===== config.mk =====
export PLATFORM = sky130hd
export DESIGN_NAME = fetch_stage_ctrl
export DESIGN_NICKNAME = d
export VERILOG_FILES = /design/src/rtl/fetch_stage_ctrl.sv
export SDC_FILE = /design/constraint.sdc
export NUM_CORES = 1
export LEC_CHECK = 0
export ABC_AREA = 1
export BUFFER_PORTS_ARGS = -buffer_cell sky130_fd_sc_hd__buf_2
export CAP_MARGIN = 0
export CORE_ASPECT_RATIO = 0.6
export CORE_MARGIN = 8
export CORE_UTILIZATION = 51
export DETAILED_ROUTE_END_ITERATION = 12
export PLACE_DENSITY = 0.81
export SKIP_CTS_REPAIR_TIMING = 1
export SLEW_MARGIN = 20
export SYNTH_ARGS = -nofsm -noshare
export SYNTH_HDL_FRONTEND = slang
export SYNTH_SLANG_ARGS = --single-unit

===== constraint.sdc =====
create_clock -name clk -period 2 [get_ports clk]
set_input_delay 0.2 -clock clk [delete_from_list [all_inputs] [get_ports clk]]
set_output_delay 0.2 -clock clk [all_outputs]
set_load 0.01 [all_outputs]

===== src/rtl/fetch_stage_ctrl.sv =====
// Fetch stage: PC register plus IF/ID register, driven by the hazard/branch controls.
// Latency: pc_out is registered, and inst_in reaches if_id_inst one cycle after its pc_out.
// Backpressure: pc_write/ir_write freeze each register independently. Saturating stall/flush counters and a stall watchdog are kept for debug.
module fetch_stage_ctrl #(
  parameter logic [31:0] RESET_PC  = 32'h0000_0000,
  parameter int          CNT_W     = 16,
  parameter int          MAX_STALL = 8
) (
  input  logic             clk,
  input  logic             rst_n,
  input  logic             pc_write,
  input  logic             ir_write,
  input  logic             flush,
  input  logic             pc_src,
  input  logic             jmp,
  input  logic [31:0]      branch_target,
  input  logic [31:0]      jump_target,
  input  logic [31:0]      inst_in,
  output logic [31:0]      pc_out,
  output logic [31:0]      if_id_inst,
  output logic [31:0]      if_id_pc4,
  output logic             if_id_valid,
  output logic [CNT_W-1:0] stall_cnt,
  output logic [CNT_W-1:0] flush_cnt,
  output logic             stall_timeout
);

  // The watchdog counter only needs to reach MAX_STALL, where it parks.
  localparam int             WD_W   = (MAX_STALL < 1) ? 1 : $clog2(MAX_STALL + 1);
  localparam logic [WD_W-1:0] WD_MAX = WD_W'(MAX_STALL);

  logic [31:0]      r_pc;
  logic [31:0]      r_if_id_inst;
  logic [31:0]      r_if_id_pc4;
  logic             r_if_id_valid;
  logic [CNT_W-1:0] r_stall_cnt;
  logic [CNT_W-1:0] r_flush_cnt;
  logic [WD_W-1:0]  r_wd_cnt;
  logic             r_stall_timeout;

  logic [31:0]      w_pc_plus4;
  logic [31:0]      w_pc_next;
  logic             w_stall;
  logic             w_flush_applied;
  logic [WD_W-1:0]  w_wd_next;

  // A stall means both registers are frozen; a flush only counts when IF/ID actually takes the bubble.
  assign w_pc_plus4      = r_pc + 32'd4;
  assign w_stall         = ~pc_write & ~ir_write;
  assign w_flush_applied = flush & ir_write;

  // Next-PC selection: a hold beats any redirect, and jump beats branch.
  always_comb begin
    w_pc_next = w_pc_plus4;
    if (!pc_write) begin
      w_pc_next = r_pc;
    end else if (jmp) begin
      w_pc_next = jump_target;
    end else if (pc_src) begin
      w_pc_next = branch_target;
    end
  end

  // Watchdog next value: it counts consecutive stalls, saturates at MAX_STALL, and clears on any other cycle.
  always_comb begin
    w_wd_next = '0;
    if (w_stall) begin
      w_wd_next = (r_wd_cnt == WD_MAX) ? r_wd_cnt : r_wd_cnt + 1'b1;
    end
  end

  // PC register.
  always_ff @(posedge clk or negedge rst_n) begin
    if (!rst_n) begin
      r_pc <= RESET_PC;
    end else begin
      r_pc <= w_pc_next;
    end
  end

  // IF/ID register: a hold beats flush, so a flush arriving during a stall is dropped.
  always_ff @(posedge clk or negedge rst_n) begin
    if (!rst_n) begin
      r_if_id_inst  <= '0;
      r_if_id_pc4   <= '0;
      r_if_id_valid <= 1'b0;
    end else if (ir_write) begin
      if (flush) begin
        r_if_id_inst  <= '0;
        r_if_id_pc4   <= '0;
        r_if_id_valid <= 1'b0;
      end else begin
        r_if_id_inst  <= inst_in;
        r_if_id_pc4   <= w_pc_plus4;
        r_if_id_valid <= 1'b1;
      end
    end
  end

  // Saturating performance counters.
  always_ff @(posedge clk or negedge rst_n) begin
    if (!rst_n) begin
      r_stall_cnt <= '0;
      r_flush_cnt <= '0;
    end else begin
      if (w_stall && (r_stall_cnt != '1)) begin
        r_stall_cnt <= r_stall_cnt + 1'b1;
      end
      if (w_flush_applied && (r_flush_cnt != '1)) begin
        r_flush_cnt <= r_flush_cnt + 1'b1;
      end
    end
  end

  // Stall watchdog: the flag is registered alongside the counter and mirrors its saturation.
  always_ff @(posedge clk or negedge rst_n) begin
    if (!rst_n) begin
      r_wd_cnt        <= '0;
      r_stall_timeout <= 1'b0;
    end else begin
      r_wd_cnt        <= w_wd_next;
      r_stall_timeout <= (w_wd_next == WD_MAX);
    end
  end

  assign pc_out        = r_pc;
  assign if_id_inst    = r_if_id_inst;
  assign if_id_pc4     = r_if_id_pc4;
  assign if_id_valid   = r_if_id_valid;
  assign stall_cnt     = r_stall_cnt;
  assign flush_cnt     = r_flush_cnt;
  assign stall_timeout = r_stall_timeout;

endmodule


==> flow_summary.yaml <==
run_status:
  status: "completed"
yosys:
  synth_seq_cells: 134
  syn_area_per_cell_um2: 8.459
  synth_top_area_cell: "dfrtp_1"
  synth_top_area_share: 0.4943
  synthTopCellsByArea: "dfrtp_1, nand2_1, a22o_1"
  synth_edf_count: 0
  synth_ff_type: "dfrtp_1"
  syn-instance-count: 802
  syn_nets: 910
  ys_seq_area_frac: 0.4943
  ys_warn_count: 0
  synthArstFlopShare: 1.000
  synth_area_um2: 6784
  ys_types: 34
die:
  pin_count: 233
  die_y_um: 105.3
  num_rows: 32
  start_util: 0.5246
  core_area_um2: 12930
  dieArea_um2: 17370
  die_width_um: 164.9
critical_path:
  reg2reg_to: "stall_cnt[5]$_DFFE_PN0P_"
  max_stage_delay_ns: 0.42
  crit_slowest_cell: "dfrtp_1"
  reg2reg_slack_ns: 0.24
  crit-reg2reg-launch: "stall_cnt[1]$_DFFE_PN0P_"
  cp-end-kind: "flop"
  cp-startpoint: "stall_cnt[1]$_DFFE_PN0P_"
  cp_data_arrival_time_ns: 2.04
  cpMostUsedCell: "nand3_1"
  crit_path_end: "stall_cnt[5]$_DFFE_PN0P_"
  cp-start-kind: "flop"
  path_cells: "ha_1 -> nand3_1 -> nor2_1 -> nand3_1 -> nand2_2 -> inv_1 -> nand2_1 -> o21ai_1"
  cp.required_ns: 2.28
  worstSetupPathType: "flop to flop"
  critPathMaxFanout: 11
  rr_worst_depth: 8
route:
  wl_um: 21990
  wl_per_cell_um: 17.93
  vias: 6564
  drcViolationCount: 0
  first_iter_violations: 611
  drtPass1Iterations: 5
  ant_nets: 0
  avgViaCountPerCell: 5.350
sta:
  finalCritPeriodShare: 0.8807
  relSlewSlack: 0.6568
  setup_tns_ns: 0
  whs_ns: 0.001882
  rsz0062_at_grt: "no"
  fmax_mhz: 567.7
  maxSlewViolCount: 0
  final.min_clock_period_ns: 1.761
  tightest_slew_ns: 0.5148
  setup_violations: 0
  hold_violations: 0
  fin_skew_ns: 0.009723
layout:
  drive_above_1_share: 0.2917
  nNetsFinal: 1151
  multi_input_area_um2: 3055
  final_util: 0.6807
  regArea_um2: 3353
  area_delta_synth_final_pct: 29.77
  nFillCells: 1097
clock_tree:
  cts_made_buffers: 17
  htreeDepth: 4
  cts_root_buf: "clkbuf_16"
  cts_tree: "built"
  cts_buffer_depth: 2
  cts.sinks: 134
  insertion_delay_ns: 0.41
  clk_pin_slew_worst_paths_ns: 0.07
flow_run:
  cap_violations: 0
worst_hold_path:
  min_path_type: "input pin to flop"
placement:
  dp_hpwl_um: 16630
  io_buffer_count: 232
  gp_congestion: 0.9503
grt:
  grt_pass1_vias: 6167
  grt_usage: 0.2466
  antenna_found_initial: 1
  grt_first_pass_wirelength_um: 34000
  grt-ovfl-total: 0
  grt_max_degree: 47
power_and_ir_drop:
  ir_drop_mv: 0.5757
  power.leakage_nw: 4.609
  powerDensity_nw_per_um2: 927.0
## how the worst min path moves through the flow
stage | to | cells after the start | start | slack, ns
2_1_floorplan | flush_cnt[0]$_DFFE_PN0P_ | 0 | rst_n | -0.1
3_3_place_gp | if_id_inst[12]$_DFFE_PN0P_ | 1 | rst_n | 0.16
3_5_place_dp | if_id_inst[12]$_DFFE_PN0P_ | 1 | rst_n | 0.16
4_1_cts | if_id_inst[12]$_DFFE_PN0P_ | 1 | rst_n | -0.27
5_1_grt | if_id_inst[23]$_DFFE_PN0P_ | 2 | inst_in[23] | 0.002
6_report | if_id_inst[22]$_DFFE_PN0P_ | 2 | inst_in[22] | 0.002
## cells in the final DEF, fill, tap and decap left out, drive strengths merged
master | synthesis | routed
clkinvlp | 0 | 4
inv | 62 | 70
dlygate4sd3 | 0 | 6
xnor2 | 5 | 5
diode | 0 | 1
nand3 | 37 | 37
a21oi | 26 | 26
and2 | 2 | 2
a22oi | 7 | 7
ha | 5 | 5
clkinv | 0 | 3
a221oi | 28 | 28
buf | 16 | 249
o21ai | 22 | 22
a211oi | 1 | 1
clkbuf | 17 | 17
nand3b | 8 | 8
a32o | 1 | 1
nand2 | 244 | 244
o211ai | 1 | 1
dfrtp | 134 | 134
a22o | 38 | 38
nand4 | 4 | 4
xor2 | 34 | 34
nor3 | 11 | 11
nor2 | 99 | 99
## registers in the layout, summed over array words and instances (netlist names)
| name | count |
|---|---|
| stall_timeout | 1 |
| if_id_pc4 | 32 |
| stall_cnt | 16 |
| pc_out | 32 |
| if_id_inst | 32 |
| if_id_valid | 1 |
| r_wd_cnt | 4 |
| flush_cnt | 16 |
## metrics by stage
step	cells	area (um^2)	power [mW]	setup slack (ns)
global route	1227	8803	8.556	0.04992
floorplan	802	6784	4.317	0.4011
global placement	1188	8174	5.161	0.3790
CTS	1220	8741	8.197	0.2607
detailed placement	1188	8174	5.211	0.2753
finish	1227	8803	8.161	0.2385
## cell families (layout without fill, tap and decap cells)
family | after synthesis | count (layout) | synth area share
simple gates | 405 | 405 | 0.2551
xor+xnor | 39 | 39 | 0.05256
flops | 134 | 134 | 0.4943
buf+inv | 95 | 349 | 0.05680
fa+ha+maj | 5 | 5 | 0.009222
compound gates | 124 | 124 | 0.1321
other cells | 0 | 1 | 0
## metal layers
| layer | wire, um | GRT usage |
|---|---|---|
| met4 | 272 | 0.05826 |
| met2 | 9417 | 0.3555 |
| met5 | 0 | 0 |
| met1 | 10070 | 0.3621 |
| met3 | 2234 | 0.06566 |
## Yosys cell counts (6+ instances only)
library cell / n
nand2_1: 237
dfrtp_1: 134
nor2_1: 86
inv_1: 61
a22o_1: 38
nand3_1: 37
xor2_1: 32
a221oi_1: 28
a21oi_1: 26
o21ai_0: 18
clkbuf_1: 16
buf_2: 13
nor3_1: 10
nor2_4: 9
nand3b_1: 8
a22oi_1: 7
nand2_2: 6
## where the power goes
| part | leakage, nW | internal (mW) | switching, mW |
|---|---|---|---|
| clock | 0.266 | 1.64 | 1.34 |
| sequential | 1.69 | 3.05 | 0.376 |
| combinational | 2.65 | 0.703 | 1.04 |
## critical path: cells and delay by family, from the launching register on
kind / cells / cell delay, ns
AO/OA/AOI/OAI: 1 / 0.07
adder cells (fa/ha/maj): 1 / 0.25
buffers and inverters: 1 / 0.18
flip-flops: 1 / 0.42
AND/OR/NAND/NOR: 5 / 0.70
## area by class of cell
cell class | instances | area share
Antenna cell | 1 | 0.0002843
Clock buffer | 17 | 0.04832
Clock inverter | 15 | 0.01606
Inverter | 62 | 0.02644
Multi-Input combinational cell | 573 | 0.3471
Sequential cell | 134 | 0.3809
Tap cell | 170 | 0.02416
Timing Repair Buffer | 255 | 0.1568
No activity file was read; power rests on OpenSTA's default activity.
